$ cat config.mk
export PLATFORM = sky130hd
export DESIGN_NAME = dpram_stream_reader
export DESIGN_NICKNAME = d
export VERILOG_FILES = /design/src/rtl/dpram_stream_reader.sv
export SDC_FILE = /design/constraint.sdc
export NUM_CORES = 1
export LEC_CHECK = 0
export CORE_AREA = 4 4 141 143
export DETAILED_ROUTE_END_ITERATION = 8
export DIE_AREA = 0 0 145 147
export SETUP_SLACK_MARGIN = 0.2
export SKIP_LAST_GASP = 1
export SYNTH_ARGS = -nofsm -noshare
export SYNTH_HDL_FRONTEND = slang
export SYNTH_SLANG_ARGS = --single-unit
$ cat constraint.sdc
create_clock -name clk -period 7.9 [get_ports clk]
set_clock_uncertainty 0.05 [all_clocks]
set_input_delay 1.58 -clock clk [delete_from_list [all_inputs] [get_ports clk]]
set_output_delay 1.58 -clock clk [all_outputs]
set_load 0.1 [all_outputs]
$ cat src/rtl/dpram_stream_reader.sv
// Streams `length` consecutive words from one port of a registered-read dual-port RAM
// onto a valid/ready byte stream, with a 4-entry FIFO and credit-based read issue.
module dpram_stream_reader #(
  parameter int DATA  = 8,
  parameter int ADDR  = 14,
  parameter int LEN_W = ADDR + 1
) (
  input  logic             clk,
  input  logic             reset,
  input  logic             start_i,
  input  logic [ADDR-1:0]  start_addr_i,
  input  logic [LEN_W-1:0] length_i,
  output logic             busy_o,
  output logic             done_o,
  output logic             ram_ce_o,
  output logic             ram_wr_o,
  output logic [ADDR-1:0]  ram_addr_o,
  input  logic [DATA-1:0]  ram_dout_i,
  output logic             m_valid_o,
  output logic [DATA-1:0]  m_data_o,
  output logic             m_last_o,
  input  logic             m_ready_i
);

  typedef enum logic {
    ST_IDLE,
    ST_RUN
  } state_e;

  state_e           state_q, state_d;
  logic [ADDR-1:0]  addr_q, addr_d;
  logic [LEN_W-1:0] len_q, len_d;
  logic [LEN_W-1:0] issued_q, issued_d;
  logic [LEN_W-1:0] beats_q, beats_d;
  logic             done_q, done_d;
  logic             inflight_q;

  logic [DATA-1:0]  fifo_q [4];
  logic [1:0]       wr_ptr_q, rd_ptr_q;
  logic [2:0]       count_q, count_d;

  logic             push, pop, issue, last_beat;
  logic [2:0]       occ_after_pop, credits_used;

  // A read in flight lands in the FIFO from ram_dout exactly one cycle after issue.
  assign push = inflight_q;
  assign pop  = m_valid_o & m_ready_i;

  // Credits: the FIFO slot for every in-flight read is reserved before it is issued,
  // so a push can never find the FIFO full.
  assign occ_after_pop = count_q - {2'b00, pop};
  assign credits_used  = occ_after_pop + {2'b00, inflight_q};
  assign issue         = (state_q == ST_RUN) && (issued_q != len_q) && (credits_used < 3'd4);

  assign last_beat = (beats_q == len_q - LEN_W'(1));
  assign count_d   = count_q + {2'b00, push} - {2'b00, pop};

  assign busy_o     = (state_q == ST_RUN);
  assign done_o     = done_q;
  assign ram_ce_o   = issue;
  assign ram_wr_o   = 1'b0;
  assign ram_addr_o = addr_q;
  assign m_valid_o  = (count_q != 3'd0);
  assign m_data_o   = fifo_q[rd_ptr_q];
  assign m_last_o   = m_valid_o && last_beat;

  always_comb begin
    // NOTE: every next-state signal gets its hold value first so no path infers a latch.
    state_d  = state_q;
    addr_d   = addr_q;
    len_d    = len_q;
    issued_d = issued_q;
    beats_d  = beats_q;
    done_d   = 1'b0;
    unique case (state_q)
      ST_IDLE: begin
        if (start_i) begin
          if (length_i != '0) begin
            addr_d   = start_addr_i;
            len_d    = length_i;
            issued_d = '0;
            beats_d  = '0;
            state_d  = ST_RUN;
          end else begin
            done_d = 1'b1;
          end
        end
      end
      ST_RUN: begin
        if (issue) begin
          addr_d   = addr_q + ADDR'(1);
          issued_d = issued_q + LEN_W'(1);
        end
        if (pop) begin
          beats_d = beats_q + LEN_W'(1);
          if (last_beat) begin
            state_d = ST_IDLE;
            done_d  = 1'b1;
          end
        end
      end
      default: state_d = ST_IDLE;
    endcase
  end

  always_ff @(posedge clk) begin
    if (reset) begin
      state_q    <= ST_IDLE;
      addr_q     <= '0;
      len_q      <= '0;
      issued_q   <= '0;
      beats_q    <= '0;
      done_q     <= 1'b0;
      inflight_q <= 1'b0;
    end else begin
      state_q    <= state_d;
      addr_q     <= addr_d;
      len_q      <= len_d;
      issued_q   <= issued_d;
      beats_q    <= beats_d;
      done_q     <= done_d;
      inflight_q <= issue;
    end
  end

  always_ff @(posedge clk) begin
    if (reset) begin
      // NOTE: the FIFO storage is cleared too because m_data is visible straight from it
      // and must read 0 out of reset; at four entries this costs nothing.
      for (int i = 0; i < 4; i++) fifo_q[i] <= '0;
      wr_ptr_q <= '0;
      rd_ptr_q <= '0;
      count_q  <= '0;
    end else begin
      if (push) begin
        fifo_q[wr_ptr_q] <= ram_dout_i;
        wr_ptr_q         <= wr_ptr_q + 2'd1;
      end
      if (pop) rd_ptr_q <= rd_ptr_q + 2'd1;
      count_q <= count_d;
    end
  end

endmodule
# ---- Word-level counts from Yosys, hierarchy flattened
# Memories as Yosys holds them, arrays and structs flattened. A register that Yosys moved wholly into a read port is not among the register bits.
# Cells that the tools add are included.
dict set report totals {
  ff_bits 69
  ramBits 32
  in_bits 41
  elab_cells 69
  n_memories 1
}
dict set report classes {
  addsub 10
  n_lt_le_gt_ge 1
  eq_ne 6
  n_mux 30
  n_bitwise 2
  reduce_logical 9
}
# memory depth width read_ports rd_clocked_by_memory_dff wr line
set memory_table {}
lappend memory_table {fifo_q 4 8 1 1 4 38} ;# logic [DATA-1:0] fifo_q [4];
# cell n
set op_table {}
lappend op_table {{$mux W15} 4}
lappend op_table {{$pmux W15 S2} 2}
lappend op_table {{$mux W14} 3}
lappend op_table {{$add A15 B1 Y15 const B} 2}
lappend op_table {{$pmux W14 S2} 1}
lappend op_table {{$eq A15 B15 Y1} 1}
lappend op_table {{$ne A15 B15 Y1} 1}
lappend op_table {{$reduce_bool A15 Y1} 1}
lappend op_table {{$sub A15 B1 Y15 const B} 1}
lappend op_table {{$add A14 B1 Y14 const B} 1}
lappend op_table {{$mux W1} 14}
lappend op_table {{$reduce_and A3 Y1} 3}
lappend op_table {{$mux W8} 1}
lappend op_table {{$reduce_or A8 Y1} 1}
lappend op_table {{$add A3 B1 Y3} 2}
lappend op_table {{$mux W2} 3}
lappend op_table {{$ne A2 B2 Y1 const B} 3}
lappend op_table {{$sub A3 B1 Y3} 2}
lappend op_table {{$add A2 B1 Y2 const B} 2}
lappend op_table {{$pmux W1 S2} 2}
lappend op_table {{$logic_and A1 B1 Y1} 3}
lappend op_table {{$lt A3 B3 Y1 const B} 1}
lappend op_table {{$reduce_bool A3 Y1} 1}
lappend op_table {{$ne A2 B1 Y1 const B} 1}
lappend op_table {{other kinds (2)} 2}

# ---- Depth between registers and ports, before layout
# Gate-level depths: netlist (run 1).
dict set report logic_depth {
  ltp_word 8
  mapped_depth 16
}

# ---- Least setup slack after synthesis (run 1)
# OpenSTA, ideal clock, no wires.
dict set report synth_timing {
  path_type {in2out}
  startpoint {in m_ready_i}
  endpoint {out ram_ce_o}
  arrival_ns 3.855
  required_ns 6.270
  setup_slack_ns 2.415
  cell_stages 12
  n_path_buf 2
  path_cell_list {and2_1 buf_2 ha_1 inv_1 ha_1 fa_1 xnor2_1 xnor2_1 nand2_1 a21o_1 inv_1 buf_2}
}
dict set report synth_via {
  elab_chain_cells 5
}
# item line
set synth_rtl {}
lappend synth_rtl {{start, declared} 22} ;# input logic m_ready_i
lappend synth_rtl {{$and A1 B1 Y1} 47} ;# assign pop = m_valid_o & m_ready_i;
lappend synth_rtl {{via pop} 42} ;# logic push, pop, issue, last_beat;
lappend synth_rtl {{$sub A3 B1 Y3} 51} ;# assign occ_after_pop = count_q - {2'b00, pop};
lappend synth_rtl {{$add A3 B1 Y3} 52} ;# assign credits_used = occ_after_pop + {2'b00, inflight_q};
lappend synth_rtl {{$lt A3 B3 Y1} 53} ;# assign issue = (state_q == ST_RUN) && (issued_q != len_q) && (credits_used < 3'd4);
lappend synth_rtl {{$logic_and A1 B1 Y1} 53}
lappend synth_rtl {{end, declared} 15} ;# output logic ram_ce_o,
# The timed path passes the listed nets, and every way through them passes these cells.

# ---- Final worst setup path (run 1)
dict set report layout_timing {
  startpoint {in m_ready_i}
  endpoint {out ram_ce_o}
}
dict set report layout_via {
  elab_chain_cells 5
}
# item line
set layout_rtl {}
lappend layout_rtl {{$and A1 B1 Y1} 47}
lappend layout_rtl {{$sub A3 B1 Y3} 51}
lappend layout_rtl {{$add A3 B1 Y3} 52}
lappend layout_rtl {{$lt A3 B3 Y1} 53}
lappend layout_rtl {{$logic_and A1 B1 Y1} 53}
# No other way between the ends.

==> results.py, run 1 <==
metrics = {
    "run_status": {
        "status": "complete, no violations",
    },
    "sta": {
        "hold_viol": 0,
        "period_needed_ns": 6.359,
        "slew_viol_final": 0,
        "fin_crit_sh_pct": 80.49,
        "rsz0062_at_grt": "false",
        "max-slew-margin-rel_pct": 33.08,
        "setup_viol": 0,
        "setup_ws_ns": 1.541,
        "setup_tns_ns": 0,
        "worst_pin_slew_ns": 1.001,
        "fmax_mhz": 157.3,
    },
    "drt": {
        "met3WireLength_um": 532,
        "antenna_left": 0,
        "m1WireLength_um": 6635,
        "vias": 4561,
        "initialDrtViolationCount": 230,
        "drt-total-wl_um": 14300,
        "drc": 0,
        "top_layer": "met4",
        "wl_met2_um": 6894,
        "via_per_inst": 5.154,
        "wl_per_cell_um": 16.15,
        "drtPass1Iterations": 4,
    },
    "worst_setup_path": {
        "crit_fanout": 33,
        "ff2ff_setup_slack_ns": 3.66,
        "cp.required_ns": 6.27,
        "reg2reg_depth": 15,
        "critPathLaunchType": "primary input",
        "critical_path_class": "primary input to primary output",
        "r2r_start": "count_q[1]",
        "worst_setup_path_end_kind": "primary output",
        "worst_r2r_endpoint": "ram_addr_o[5]",
        "crit_arrival_ns": 4.73,
    },
    "clock_network": {
        "cts-root-buf": "clkbuf_16",
        "clk_latency_ns": 0.36,
        "cts.clk_slew.worst_paths_ns": 0.08,
        "ctsResizeCount": 0,
        "postCtsHoldBufs": 0,
        "numCtsBuffers": 9,
        "cts_tree": "done",
        "postCtsSetupBuffers": 0,
        "htree_levels": 3,
        "cts_max_path_buffers": 2,
        "cts.sinks": 103,
    },
    "final_layout": {
        "n_antenna_cell": 0,
        "layout-drive-gt1-share_pct": 7.373,
        "area_growth_pct": 20.16,
        "fin_nets": 694,
    },
    "floorplan": {
        "die_area_mm2": 0.02132,
        "rows": 50,
        "core-area_mm2": 0.01858,
        "start_util_pct": 29.76,
        "dieHeight_um": 147,
        "dieWidth_um": 145,
        "io_pins": 69,
    },
    "yosys": {
        "async_flop_share_pct": 0,
        "ys_warn_count": 0,
        "synth_cell_types": 70,
        "synth_flop_cell": "dfxtp_1",
        "ys_seq_elements": 103,
        "synth-edff-count": 32,
        "ys_seq_area_share_pct": 43.08,
        "synthCells": 607,
        "synth_area_per_cell_um2": 9.111,
        "syn-cell-area_mm2": 0.005530,
        "synthesis.nets": 655,
    },
    "global_routing": {
        "grt_max_degree": 56,
        "grt.total_usage_pct": 13.22,
        "antenna_found_initial": 0,
        "gr-total-overflow": 0,
        "grt_pass1_wl_um": 23100,
        "grt_pass1_vias": 4354,
    },
    "placement": {
        "dpl.hpwl_um": 9913,
        "globalplace.congestion": 0.8379,
        "port_buffers": 67,
        "dpl_worst_slack_ns": 1.604,
    },
    "power": {
        "total_power_mw": 1.688,
        "power_leakage_nw": 2.246,
        "power.density_mw_per_mm2": 254.0,
        "peakVddDrop_mv": 0.1260,
    },
    "min_path": {
        "hold_start": "ram_addr_o[12]",
        "hold_end": "ram_addr_o[12]",
        "holdPathStages": 2,
        "hold_path_class": "flip-flop to flip-flop",
    },
    "job": {
        "cap_viol_max_count": 0,
    },
}
==> layer usage <==
metal | track usage [%] | vias up
met1 | 17.44 | 2184
li1 | - | 2265
met2 | 22.16 | 93
met5 | 0 | -
met4 | 4.561 | 0
met3 | 2.128 | 19
==> sequential cells by signal (all words and copies together), names as in the netlist, named ones only <==
name        cells
issued_q       15
inflight_q      1
len_q          15
beats_q        15
count_q         3
fifo_q         32
busy_o          1
ram_addr_o     14
done_o          1
rd_ptr_q        2
wr_ptr_q        2
==> worst max-delay path, stage by stage <==
cell             delay [ns]
clkdlybuf4s50_1        0.41
and2_1                 0.23
ha_1                   0.30
inv_1                  0.04
ha_1                   0.18
fa_1                   0.39
xnor2_1                0.20
xnor2_1                0.16
nand2_1                0.10
a21o_1                 0.18
buf_4                  0.23
inv_1                  0.34
buf_4                  0.37
==> Yosys cell counts, drive strengths merged, types with 5 or more instances <==
master,number,area [um^2]
buf,22,112.6
o31ai,6,45.04
nor2,39,146.4
dfxtp,71,1421
edfxtp,32,960.9
a21oi,33,165.2
o21ai,13,65.06
a31oi,6,37.54
nor2b,5,31.28
nand4,9,56.30
xnor2,37,324.1
nor3,11,60.06
and2,33,206.5
clkbuf,23,86.33
inv,20,75.07
xor2,15,131.4
a211oi,5,37.54
o2111ai,6,52.55
nand3,34,170.2
or3,13,81.33
mux4,8,180.2
ha,6,75.07
nand2,71,269.0
and3,9,57.56
a2111oi,9,85.08
nor4,9,77.57
==> layout make-up <==
| cell class | instances | area (um^2) |
|---|---|---|
| Multi-Input combinational cell | 438 | 2882 |
| Timing Repair Buffer | 73 | 708.2 |
| Clock buffer | 9 | 225.2 |
| Tap cell | 234 | 292.8 |
| Clock inverter | 7 | 76.32 |
| Sequential cell | 103 | 2382 |
| Fill cell | 1861 | 11940 |
| Inverter | 21 | 78.83 |
==> worst max-delay path by stage <==
stage / start / endpoint / slack (ns) / depth (start not counted)
6_report: m_ready_i / ram_ce_o / 1.54 / 13
3_5_place_dp: m_ready_i / ram_ce_o / 1.60 / 13
5_1_grt: m_ready_i / ram_ce_o / 1.35 / 13
2_1_floorplan: m_ready_i / ram_ce_o / 2.41 / 12
4_1_cts: m_ready_i / ram_ce_o / 1.57 / 13
3_3_place_gp: m_ready_i / ram_ce_o / 1.66 / 13
==> through the flow <==
| stage | utilization (%) | area (um^2) | hold WS [ns] | cells |
|---|---|---|---|---|
| 3_3_place_gp | 34.14 | 6344 | 0.4486 | 869 |
| 6_report | 35.76 | 6645 | 0.4645 | 885 |
| 5_1_grt | 35.76 | 6645 | 0.4799 | 885 |
| 2_1_floorplan | - | 5530 | 0.4248 | 607 |
| 3_5_place_dp | 34.14 | 6344 | 0.4507 | 869 |
| 4_1_cts | 35.76 | 6645 | 0.4662 | 885 |
==> placed cells by master (no fill, tap or decap), types with 3 or more instances in the layout <==
| master | synthesis | routed |
|---|---|---|
| xnor2_1 | 37 | 37 |
| nor4_1 | 7 | 7 |
| nand4_1 | 9 | 9 |
| clkdlybuf4s50_1 | 0 | 65 |
| a31o_2 | 3 | 3 |
| nor4b_1 | 3 | 3 |
| a31oi_1 | 6 | 6 |
| inv_8 | 0 | 3 |
| or4_1 | 3 | 3 |
| and2_1 | 33 | 33 |
| nand2_1 | 70 | 70 |
| o2111ai_1 | 6 | 6 |
| a21oi_1 | 33 | 33 |
| nor2b_1 | 5 | 5 |
| o31ai_1 | 6 | 6 |
| xor2_1 | 15 | 15 |
| dfxtp_1 | 71 | 71 |
| nand3_1 | 34 | 34 |
| a211oi_1 | 5 | 5 |
| buf_4 | 2 | 7 |
| clkbuf_16 | 0 | 9 |
| a22oi_1 | 3 | 3 |
| a32o_1 | 3 | 3 |
| nor3_1 | 10 | 10 |
| a2111oi_0 | 8 | 8 |
| mux4_2 | 8 | 8 |
| o21ai_0 | 12 | 12 |
| or3_1 | 13 | 13 |
| nor3b_1 | 4 | 4 |
| ha_1 | 6 | 6 |
| or2_2 | 4 | 4 |
| and3_1 | 8 | 8 |
| o32ai_1 | 4 | 4 |
| nor2_1 | 39 | 39 |
| inv_1 | 20 | 20 |
| edfxtp_1 | 32 | 32 |
==> kinds of logic (layout without fill, tap and decap cells) <==
kind of cell             count (synthesis)  in the layout  synth area share [%]
AND/OR/NAND/NOR                        252            252                 23.46
buffers and inverters                   66            110                 5.023
XOR/XNOR                                52             52                 8.235
multiplexers                            10             10                 3.620
other                                    1              1               0.06781
flip-flops                             103            103                 43.08
adder cells (fa/ha/maj)                  7              7                 1.719
AO/OA/AOI/OAI                          116            116                 14.80
==> power breakdown <==
part           total [mW]  internal, mW  switching, mW  leakage (nW)
clock network       0.455         0.226          0.229         0.149
registers           0.643         0.589         0.0540         0.909
logic               0.591         0.183          0.408          1.19
total                1.69         0.998          0.691          2.25
No activity file was read; power rests on OpenSTA's default activity.
==> run 2, diff against run 1 <==
clock period = 6.61 ns   (was 7.9 ns; I/O delays follow)
==> run 2 against run 1 <==
  * Power rose by 20%
  * Sequential share of layout area fell by 0.054 points
  * Clock-buffer cell count did not move
  * Non-clock buffer count did not move
  * First-iteration DRC count rose by 31%
  * Via count rose by 0.86%
  * Die area did not move
  * Final cell count did not move
  * Register-to-register slack got worse by 0.93 ns
  * Critical path type unchanged
  * Largest cell class unchanged
==> results.py, run 2 (same netlist as run 1, synthesis figures left out) <==
metrics = {
    "clock_network": {
        "cts-root-buf": "clkbuf_16",
        "ctsResizeCount": 0,
        "numCtsBuffers": 9,
        "postCtsHoldBufs": 0,
        "cts.clk_slew.worst_paths_ns": 0.07,
        "postCtsSetupBuffers": 0,
        "clk_latency_ns": 0.36,
        "cts_max_path_buffers": 2,
        "cts_tree": "done",
        "htree_levels": 3,
        "cts.sinks": 103,
    },
    "worst_setup_path": {
        "worst_setup_path_end_kind": "primary output",
        "cp.required_ns": 5.24,
        "crit_arrival_ns": 4.10,
        "max_stage_delay_ns": 0.41,
        "critPathLaunchType": "primary input",
        "slowest_stage": "clkdlybuf4s50_1",
        "path_buf_inv": 4,
        "path_cells": "clkdlybuf4s50_1 -> and2_1 -> ha_1 -> inv_1 -> ha_1 -> fa_1 -> xnor2_1 -> xnor2_1 -> nand2_1 -> a21o_1 -> inv_1 -> buf_12",
        "crit_family": "buffers and inverters",
        "crit_fanout": 12,
        "critical_path_class": "primary input to primary output",
    },
    "sta": {
        "setup_tns_ns": 0,
        "worst_pin_slew_ns": 0.9999,
        "hold_slack_ns": 0.4738,
        "slew_viol_final": 0,
        "fmax_mhz": 182.7,
        "rsz0062_at_grt": "false",
        "setup_viol": 0,
        "max-slew-margin-rel_pct": 33.13,
        "hold_viol": 0,
        "fin_crit_sh_pct": 82.82,
        "period_needed_ns": 5.474,
    },
    "floorplan": {
        "dieHeight_um": 147,
        "io_pins": 69,
        "core-area_mm2": 0.01858,
        "dieWidth_um": 145,
        "start_util_pct": 29.76,
        "rows": 50,
        "die_area_mm2": 0.02132,
    },
    "global_routing": {
        "grt_pass1_wl_um": 23490,
        "grt_max_degree": 56,
        "gr-total-overflow": 0,
        "grt_pass1_vias": 4455,
        "grt.total_usage_pct": 13.44,
        "antenna_found_initial": 0,
    },
    "placement": {
        "postPlaceCellArea_mm2": 0.006356,
        "placed_cells": 869,
        "dpl.hpwl_um": 9835,
        "globalplace.congestion": 0.8405,
        "port_buffers": 67,
    },
    "final_layout": {
        "area_growth_pct": 20.34,
        "layout_commonest_cell": "dfxtp_1",
        "fin_nets": 694,
        "final_cell_mix": "dfxtp_1 (71), nand2_1 (70), clkdlybuf4s50_1 (65), nor2_1 (39), xnor2_1 (37)",
        "design_area_mm2": 0.006655,
        "final-instance-count-excl-fill": 885,
        "top_register": "fifo_q",
        "n_antenna_cell": 0,
        "layout-drive-gt1-share_pct": 7.373,
        "largest_register_ffs": 32,
        "utilization_pct": 35.82,
    },
    "job": {
        "cap_viol_max_count": 0,
    },
    "power": {
        "intPower_mw": 1.197,
        "comb_power_share_pct": 35.3,
        "power_leakage_nw": 2.248,
        "seqPwrFrac_pct": 38.0,
        "p_switching_mw": 0.8239,
        "power.density_mw_per_mm2": 303.7,
        "clkPwrFrac_pct": 26.7,
        "p_sw_share_pct": 40.76,
        "peakVddDrop_mv": 0.1879,
    },
    "drt": {
        "wl_per_cell_um": 16.12,
        "drt-total-wl_um": 14270,
        "antenna_left": 0,
        "vias": 4600,
        "drtPass1Iterations": 4,
        "drc": 0,
        "initialDrtViolationCount": 302,
        "via_per_inst": 5.198,
    },
    "run_status": {
        "status": "complete, no violations",
    },
    "min_path": {
        "hold_path_class": "flip-flop to flip-flop",
    },
}
==> run 2: routing by layer <==
layer  share of wire [%]  track usage (%)
met2                  48            21.48
met4                 1.7            4.988
met3                 4.3            2.591
met1                  46            18.15
met5                   0                0
==> run 2: worst register-to-register path: stages (launching register included) <==
cell     delay [ns]
dfxtp_1        0.34
nor3_1         0.41
inv_1          0.12
and2_1         0.27
ha_1           0.31
inv_1          0.04
ha_1           0.18
fa_1           0.37
xnor2_1        0.15
xnor2_1        0.14
nand2_1        0.08
a21o_1         0.10
inv_1          0.22
nor2_1         0.73
o221a_2        0.32
==> run 2: through the flow <==
stage | setup WS (ns) | power, mW
4_1_cts | 1.120 | 2.040
3_5_place_dp | 1.155 | 1.500
3_3_place_gp | 1.129 | 1.499
6_report | 1.136 | 2.021
5_1_grt | 0.9200 | 2.124
2_1_floorplan | 1.641 | 1.318
==> run 2: final cells by class <==
type | count | area (um^2)
clock buffer | 9 | 225.2
clock inverter | 7 | 73.82
fill | 1834 | 11930
inverter | 21 | 78.83
multi-input combinational | 438 | 2882
sequential | 103 | 2382
tap | 234 | 292.8
timing repair buffer | 73 | 720.7
==> run 2: final timing paths <==
kind                                startpoint              to  slack [ns]  depth (start not counted)
worst max-delay path                 m_ready_i        ram_ce_o        1.14                         12
worst min-delay path            ram_addr_o[13]  ram_addr_o[13]        0.47                          2
worst max register to register      count_q[1]   ram_addr_o[5]        2.73                         14
worst min register to register  ram_addr_o[13]  ram_addr_o[13]        0.47                          2
==> run 2: power groups by stage <==
stage | clock [mW] | combinational, mW | sequential [mW]
after global placement | 0 | 0.715 | 0.783
after CTS | 0.551 | 0.719 | 0.770
final | 0.540 | 0.713 | 0.768
after global routing | 0.581 | 0.763 | 0.780
after detailed placement | 0 | 0.717 | 0.783
after floorplan | 0 | 0.480 | 0.838
==> run 3, diff against run 2 <==
clock period = 4.54 ns   (was 6.61 ns; I/O delays follow)
==> run 3 against run 2 <==
  * Combinational power increased by 51%
  * Worst setup slack got worse by 0.63 ns
  * Flip-flop and latch count unchanged
  * Worst hold slack got worse by 0.0063 ns
  * Final area increased by 1.5%
  * Critical path type is now flip-flop to primary output
  * Die area unchanged
  * Critical endpoint unchanged
  * Register-to-register slack got worse by 1.8 ns
  * Clock-buffer cell count unchanged
==> results.py, run 3 (same netlist as run 1, synthesis figures left out) <==
metrics = {
    "power": {
        "power.density_mw_per_mm2": 443.3,
        "total_power_mw": 2.993,
        "peakVddDrop_mv": 0.3069,
        "power_leakage_nw": 2.315,
    },
    "min_path": {
        "hold_path_class": "flip-flop to flip-flop",
    },
    "clock_network": {
        "cts.clk_slew.worst_paths_ns": 0.08,
        "htree_levels": 3,
        "cts_max_path_buffers": 2,
        "numCtsBuffers": 9,
        "cts_tree": "done",
        "cts-root-buf": "clkbuf_16",
        "cts.sinks": 103,
        "clk_latency_ns": 0.36,
    },
    "sta": {
        "hold_slack_ns": 0.4675,
        "setup_tns_ns": 0,
        "max-slew-margin-rel_pct": 31.70,
        "rsz0062_at_grt": "false",
        "hold_viol": 0,
        "fmax_mhz": 247.7,
        "setup_viol": 0,
        "slew_viol_final": 0,
        "worst_pin_slew_ns": 1.021,
        "period_needed_ns": 4.037,
        "fin_crit_sh_pct": 88.93,
    },
    "final_layout": {
        "final-instance-count-excl-fill": 893,
        "n_antenna_cell": 0,
        "largest_register_ffs": 32,
        "final_cell_mix": "dfxtp_1 (71), nand2_1 (70), clkdlybuf4s50_1 (63), nor2_1 (39), xnor2_1 (35)",
        "area_growth_pct": 22.10,
        "utilization_pct": 36.34,
        "fin_nets": 702,
        "top_register": "fifo_q",
        "layout_commonest_cell": "dfxtp_1",
        "layout-drive-gt1-share_pct": 9.408,
    },
    "drt": {
        "initialDrtViolationCount": 287,
        "vias": 4589,
        "drtPass1Iterations": 4,
        "via_per_inst": 5.139,
        "antenna_left": 0,
        "drc": 0,
        "drt-total-wl_um": 14220,
        "wl_per_cell_um": 15.92,
    },
    "worst_setup_path": {
        "critical_path_class": "flip-flop to primary output",
        "critPathLaunchType": "flip-flop",
        "cp.required_ns": 3.58,
        "crit_arrival_ns": 3.08,
        "crit_fanout": 2,
        "worst_setup_path_end_kind": "primary output",
    },
    "run_status": {
        "status": "complete, no violations",
    },
    "floorplan": {
        "rows": 50,
        "core-area_mm2": 0.01858,
        "dieWidth_um": 145,
        "io_pins": 69,
        "dieHeight_um": 147,
        "die_area_mm2": 0.02132,
        "start_util_pct": 29.76,
    },
    "job": {
        "cap_viol_max_count": 0,
    },
    "placement": {
        "port_buffers": 67,
        "dpl.hpwl_um": 9827,
        "globalplace.congestion": 0.8022,
        "placed_cells": 877,
    },
    "global_routing": {
        "antenna_found_initial": 0,
        "grt_pass1_wl_um": 23470,
        "grt_max_degree": 55,
        "gr-total-overflow": 0,
        "grt_pass1_vias": 4453,
        "grt.total_usage_pct": 13.52,
    },
}
## run 3: worst paths after layout
path | from | cells after the start | slack [ns] | endpoint
worst max-delay path | count_q[2] | 13 | 0.50 | ram_ce_o
worst min-delay path | issued_q[10] | 2 | 0.47 | issued_q[10]
worst max register to register | count_q[2] | 15 | 0.96 | ram_addr_o[5]
worst min register to register | issued_q[10] | 2 | 0.47 | issued_q[10]
## run 3: layout make-up
cell class / count / area [um^2]
multi-input combinational: 438 / 2904
fill: 1871 / 11830
timing repair buffer: 81 / 793.3
inverter: 21 / 78.83
tap: 234 / 292.8
clock inverter: 7 / 76.32
sequential: 103 / 2382
clock buffer: 9 / 225.2
## run 3: what timing repair did
item	in CTS	in global routing
pin swaps	0	2
hold buffers	0	0
gates resized for setup	1	5
endpoints found under the setup margin	1	1
buffers inserted	0	0
## run 3: per-layer routing
| layer | routed length, um | vias to the layer above | share of wire (%) | GRT usage [%] |
|---|---|---|---|---|
| li1 | - | 2279 | - | - |
| met1 | 6758 | 2191 | 48 | 17.78 |
| met2 | 6697 | 103 | 47 | 22.37 |
| met3 | 524 | 16 | 3.7 | 2.992 |
| met4 | 239 | 0 | 1.7 | 4.133 |
| met5 | 0 | - | 0 | 0 |
## run 3: through the flow
step                cell area (um^2)  worst slack, ns
finish                          6753           0.5026
global route                    6753           0.3529
CTS                             6728           0.2449
detailed placement              6426           0.2178
global placement                6426           0.2026
floorplan                       5533           0.3198
## run 3: report_power, final
group	internal [mW]	switching, mW	leakage (nW)
Sequential	1.02	0.0966	0.909
Combinational	0.359	0.722	1.26
Clock	0.394	0.397	0.149
Total	1.78	1.22	2.31
## run 3: worst max-delay path, stage by stage (launching register included)
cell	delay, ns
dfxtp_1	0.34
nor3_2	0.31
inv_1	0.09
and2_1	0.18
ha_1	0.27
inv_1	0.04
ha_1	0.19
fa_2	0.37
xnor2_2	0.16
xnor2_2	0.19
nand2_1	0.09
a21o_1	0.20
inv_2	0.11
buf_12	0.18
